[config.mk]
export PLATFORM = sky130hd
export DESIGN_NAME = esp32_prog_bridge
export DESIGN_NICKNAME = d
export VERILOG_FILES = /design/src/rtl/esp32_prog_pkg.sv /design/src/rtl/esp32_prog_bridge_sync_2ff.sv /design/src/rtl/esp32_prog_bridge.sv
export SDC_FILE = /design/constraint.sdc
export NUM_CORES = 1
export LEC_CHECK = 0
export ABC_AREA = 1
export ABC_CLOCK_PERIOD_IN_PS = 2460
export CELL_PAD_IN_SITES_DETAIL_PLACEMENT = 0
export CELL_PAD_IN_SITES_GLOBAL_PLACEMENT = 1
export CORE_ASPECT_RATIO = 1.75
export CORE_UTILIZATION = 40
export DETAILED_ROUTE_END_ITERATION = 8
export PLACE_DENSITY = 0.83
export SLEW_MARGIN = 20
export SYNTH_ARGS = -nofsm -noshare
export SYNTH_HDL_FRONTEND = slang
export SYNTH_SLANG_ARGS = --single-unit
[constraint.sdc]
create_clock -name clk_25mhz -period 2.46 [get_ports clk_25mhz]
set_clock_uncertainty 0.2 [all_clocks]
set_input_delay 0.492 -clock clk_25mhz [delete_from_list [all_inputs] [get_ports clk_25mhz]]
set_output_delay 0.492 -clock clk_25mhz [all_outputs]
set_load 0.02 [all_outputs]
[src/rtl/esp32_prog_pkg.sv]
// Shared types and constants for the ESP32 programming bridge.
// Decoded values are {en, io0}.
package esp32_prog_pkg;

    typedef enum logic {
        IDLE = 1'b0,
        HOLD = 1'b1
    } state_t;

    // {en, io0}: 01 holds the ESP32 in reset, 10 selects the ROM bootloader, 11 runs
    localparam logic [1:0] DEC_RESET = 2'b01;
    localparam logic [1:0] DEC_BOOT  = 2'b10;
    localparam logic [1:0] DEC_RUN   = 2'b11;

    localparam int unsigned MODE_AUTO  = 0;
    localparam int unsigned MODE_FLASH = 1;

    function automatic logic [1:0] decode_auto(input logic [1:0] dtr_rts);
        case (dtr_rts)
            2'b10:   return DEC_RESET;
            2'b01:   return DEC_BOOT;
            default: return DEC_RUN;
        endcase
    endfunction

endpackage

[src/rtl/esp32_prog_bridge_sync_2ff.sv]
// Two-flop synchroniser bank; every bit resets to 1 (idle level of all inputs).
module sync_2ff #(
    parameter int unsigned WIDTH = 1
) (
    input  logic             clk,
    input  logic             rst,
    input  logic [WIDTH-1:0] d,
    output logic [WIDTH-1:0] q
);

    logic [WIDTH-1:0] meta_q;
    logic [WIDTH-1:0] sync_q;

    always_ff @(posedge clk or posedge rst) begin
        if (rst) begin
            meta_q <= '1;
            sync_q <= '1;
        end else begin
            meta_q <= d;
            sync_q <= meta_q;
        end
    end

    assign q = sync_q;

endmodule

[src/rtl/esp32_prog_bridge.sv]
// ESP32 programming bridge: FTDI DTR/RTS to EN/IO0 with a post-reset hold window,
// button readback over the ESP32 SPI lines and a PROGRAMN long-press generator.
module esp32_prog_bridge
    import esp32_prog_pkg::*;
#(
    parameter int unsigned C_mode       = 0,
    parameter int unsigned C_hold_bits  = 17,
    parameter int unsigned C_btn_bits   = 7,
    parameter int unsigned C_spi_bits   = 8,
    parameter int unsigned C_progn_bits = 8
) (
    input  logic                  clk_25mhz,
    input  logic                  reset,
    input  logic                  ftdi_ndtr,
    input  logic                  ftdi_nrts,
    input  logic [C_btn_bits-1:0] btn,
    input  logic                  spi_clk,
    input  logic                  spi_csn,
    output logic                  wifi_en,
    output logic                  wifi_gpio0,
    output logic                  sd_d0_out,
    output logic                  sd_d0_oe,
    output logic                  prog_active,
    output logic                  user_programn
);

    localparam logic [C_hold_bits-1:0] HOLD_MAX = '1;

    logic [3:0] sync_s;
    logic       ndtr_s, nrts_s, sclk_s, csn_s;

    sync_2ff #(.WIDTH(4)) u_sync (
        .clk (clk_25mhz),
        .rst (reset),
        .d   ({ftdi_ndtr, ftdi_nrts, spi_clk, spi_csn}),
        .q   (sync_s)
    );

    assign {ndtr_s, nrts_s, sclk_s, csn_s} = sync_s;

    state_t                  state_q, state_d;
    logic [C_hold_bits-1:0]  hold_cnt_q, hold_cnt_d;
    logic [1:0]              dec_q, dec_d;
    logic                    sclk_prev_q, sclk_prev_d;
    logic [C_spi_bits-1:0]   shift_q, shift_d;
    logic [C_progn_bits-1:0] progn_cnt_q, progn_cnt_d;
    logic                    gpio0_q, gpio0_d;
    logic                    sd_out_q, sd_out_d;
    logic                    sd_oe_q, sd_oe_d;
    logic                    programn_q, programn_d;
    logic                    entry_c;
    logic                    hold_c;

    always_comb begin
        state_d     = state_q;
        hold_cnt_d  = hold_cnt_q;
        dec_d       = DEC_RUN;
        sclk_prev_d = sclk_s;
        shift_d     = shift_q;
        progn_cnt_d = '0;
        entry_c     = 1'b0;
        hold_c      = 1'b0;

        if (C_mode == MODE_FLASH) begin
            dec_d = {nrts_s, ndtr_s};
        end else begin
            dec_d = decode_auto({ndtr_s, nrts_s});
        end

        // A fresh entry into the reset code opens (or restarts) the hold window
        entry_c = (C_mode == MODE_AUTO) && (dec_d == DEC_RESET) && (dec_q != DEC_RESET);

        case (state_q)
            IDLE: begin
                if (entry_c) begin
                    state_d    = HOLD;
                    hold_cnt_d = '0;
                end
            end
            HOLD: begin
                if (entry_c) begin
                    hold_cnt_d = '0;
                end else if (hold_cnt_q == HOLD_MAX) begin
                    state_d = IDLE;
                end else begin
                    hold_cnt_d = hold_cnt_q + C_hold_bits'(1);
                end
            end
            default: state_d = IDLE;
        endcase

        hold_c = (state_d == HOLD);

        // Buttons are parallel-loaded while deselected, shifted out MSB first on SPI clock
        if (csn_s) begin
            shift_d = C_spi_bits'(btn);
        end else if (sclk_s && !sclk_prev_q) begin
            shift_d = {shift_q[C_spi_bits-2:0], 1'b0};
        end

        if (!btn[0] && btn[1]) begin
            progn_cnt_d = progn_cnt_q[C_progn_bits-1] ? progn_cnt_q
                                                      : progn_cnt_q + C_progn_bits'(1);
        end

        gpio0_d    = dec_d[0] & btn[0];
        sd_out_d   = hold_c ? dec_d[0] : shift_d[C_spi_bits-1];
        sd_oe_d    = hold_c | ~csn_s;
        programn_d = ~progn_cnt_d[C_progn_bits-1];
    end

    always_ff @(posedge clk_25mhz or posedge reset) begin
        if (reset) begin
            state_q     <= IDLE;
            hold_cnt_q  <= '0;
            dec_q       <= DEC_RUN;
            sclk_prev_q <= 1'b1;
            shift_q     <= '0;
            progn_cnt_q <= '0;
            gpio0_q     <= 1'b1;
            sd_out_q    <= 1'b0;
            sd_oe_q     <= 1'b0;
            programn_q  <= 1'b1;
        end else begin
            state_q     <= state_d;
            hold_cnt_q  <= hold_cnt_d;
            dec_q       <= dec_d;
            sclk_prev_q <= sclk_prev_d;
            shift_q     <= shift_d;
            progn_cnt_q <= progn_cnt_d;
            gpio0_q     <= gpio0_d;
            sd_out_q    <= sd_out_d;
            sd_oe_q     <= sd_oe_d;
            programn_q  <= programn_d;
        end
    end

    assign wifi_en       = dec_q[1];
    assign wifi_gpio0    = gpio0_q;
    assign sd_d0_out     = sd_out_q;
    assign sd_d0_oe      = sd_oe_q;
    assign prog_active   = (state_q == HOLD);
    assign user_programn = programn_q;

endmodule

==> reports/qor.yml <==
hold-worst-slack_ps: 158.9
synth.net_count: 271
grt_max_degree: 50
drv_cap: 0
path_buf_inv: 1
cts_sinks: 49
pre_cts_ws_ps: 343.5
internal_power_mw: 1.144
critPathTopFamily: "buffers and inverters"
yosysUniqueCellTypes: 26
wl_per_cell_um: 12.10
path_max_fanout: 2
num_vias: 1685
insertion_delay_ps: 300
gp_congestion: 0.7531
ios: 19
switchingPower_uw: 424.9
p_total_mw: 1.569
synth-seq-area-share_pct: 55.76
yosysWarnings: 0
clockBufferDepth: 2
post_dp_cell_area_um2: 2514
cts.clk_slew.worst_paths_ps: 90
dp_hpwl_um: 3216
arrival_ps: 1450
dieWidth_um: 58.42
cts-root-buf: "clkbuf_8"
die_h_um: 100.7
worst_slack_ps: 322.6
drive_gt1_share_pct: 16.43
leakage_nw: 1.219
grt_pass1_wl_um: 7603
critical-path-slowest-cell: "clkdlybuf4s50_1"
hold_viol_final: 0
drt_iter0_markers: 44
p_per_area_nw_per_um2: 602.2
htreeDepth: 2
overflow: 0
tns_ps: 0
power_frac_clock_pct: 30.5
cts_made_buffers: 5
power_frac_seq_pct: 58.1
drc: 0
cp_data_required_time_ps: 1770
period_needed_ps: 2137
worstSetupPathType: "register to primary output"
post_cts_buffers: 0
cp_cell_sequence: "clkdlybuf4s50_1"
r2r_setup_slack_ps: 350
grt_pass1_vias: 1716
area_growth_syn_to_layout_pct: 16.90
drtPass1Iterations: 4
final_cell_mix: "nand2_1 (51), dfrtp_1 (36), nand3_1 (32), inv_1 (30), nor2_1 (28)"
slew_viol_final: 0
worst_setup_path_end_kind: "primary output"
antenna_cells: 0
start_util_pct: 42.05
tritoncts: "done"
nNetsFinal: 295
cpPeakStageDelay_ps: 600
p_sw_share_pct: 27.09
yosys_register_bits: 49
routed_wl_um: 4284
grt_usage_pct: 17.13
finalCritPeriodShare_pct: 86.88
p_comb_share_pct: 11.4
clock.fmax_mhz: 467.9
finalSetupViolations: 0
holdBufCountCts: 0
worst_pin_slew_ps: 335.5
avgViaCountPerCell: 4.760
slew-limit-headroom_pct: 77.61
syn_area_um2: 2228
rows: 35
core_um2: 5299
ctsResizeCount: 0
antenna_found_initial: 0
status: "finished clean"
rsz0062_at_grt: "false"
ir_drop_mv: 0.4381
fin_area_um2: 2605
netlist_instances: 255
startpoint_type: "register"
dieArea_um2: 5885
synth_area_per_cell_um2: 8.739
mostFrequentLayoutCell: "nand2_1"
numPortBuffers: 18
postRouteAntennaNets: 0
hp-class: "register to register"
cell families (layout without fill, tap and decap cells):
| family | count (synthesis) | in the layout | share of synthesized area (%) |
|---|---|---|---|
| simple gates | 134 | 134 | 28.02 |
| xor+xnor | 2 | 2 | 0.7862 |
| flops | 49 | 49 | 55.76 |
| fa+ha+maj | 3 | 3 | 1.685 |
| buf+inv | 39 | 64 | 6.793 |
| compound gates | 28 | 28 | 6.962 |
routing by layer:
layer	global-route usage [%]	wire (µm)	up-vias	share of wire, %
met3	3.081	91	6	2.1
met2	33.86	2489	26	58
li1	-	-	858	-
met1	17.54	1642	795	38
met4	4.945	61	0	1.4
met5	0	0	-	0
cell usage after synthesis:
cell type	instances	area (µm²)
a21oi_1	15	75.07
and3_1	1	6.260
buf_2	3	15.01
clkinv_1	1	3.750
clkinv_2	1	5.000
dfrtp_1	36	900.9
dfstp_2	13	341.6
ha_1	3	37.54
inv_1	31	116.4
inv_2	3	11.26
nand2_1	51	191.4
nand2_2	3	18.77
nand3_1	32	160.2
nand3_2	3	30.03
nand4_1	4	25.02
nor2_1	28	105.1
nor2_2	8	50.05
nor2_4	2	22.52
nor3_1	1	5.000
nor3_2	1	10.01
o21ai_0	6	30.03
o21ai_1	3	15.01
o21bai_1	2	15.01
o21bai_2	1	11.26
o311ai_0	1	8.760
xor2_1	2	17.52
area by class of cell:
class	count	area, µm²
Clock buffer	5	68.82
Sequential cell	49	1242
Inverter	36	136.4
Clock inverter	3	22.52
Multi-Input combinational cell	167	834.6
Timing Repair Buffer	20	207.7
Fill cell	526	2694
Tap cell	74	92.59
power groups by stage:
| stage | combinational, mW | clock, mW | sequential, mW |
|---|---|---|---|
| 2_1_floorplan | 0.122 | 0 | 0.916 |
| 3_3_place_gp | 0.177 | 0 | 0.923 |
| 3_5_place_dp | 0.182 | 0 | 0.925 |
| 4_1_cts | 0.183 | 0.495 | 0.911 |
| 5_1_grt | 0.207 | 0.520 | 0.921 |
| 6_report | 0.178 | 0.478 | 0.912 |
sequential cells by signal, indices dropped and copies added, names as in the netlist, 2 cells and up:
register       flops
hold_cnt_q        17
progn_cnt_q        8
shift_q            8
u_sync.meta_q      4
u_sync.q           4
dec_q              2
metrics by stage:
stage,utilization [%],std cells
5_1_grt,49.16,354
6_report,49.16,354
2_1_floorplan,-,255
4_1_cts,49.16,354
3_5_place_dp,47.44,346
3_3_place_gp,47.44,346
final timing paths:
kind	from	depth (start not counted)	to
max in group asynchronous	reset	3	sclk_prev_q
worst min register to register	u_sync.meta_q[0]	0	u_sync.q[0]
worst max register to register	hold_cnt_q[0]	12	hold_cnt_q[14]
worst max-delay path	dec_q[1]	1	wifi_en
worst min-delay path	u_sync.meta_q[0]	0	u_sync.q[0]
min in group asynchronous	reset	3	sd_d0_oe
(Power assumes the default switching activity.)
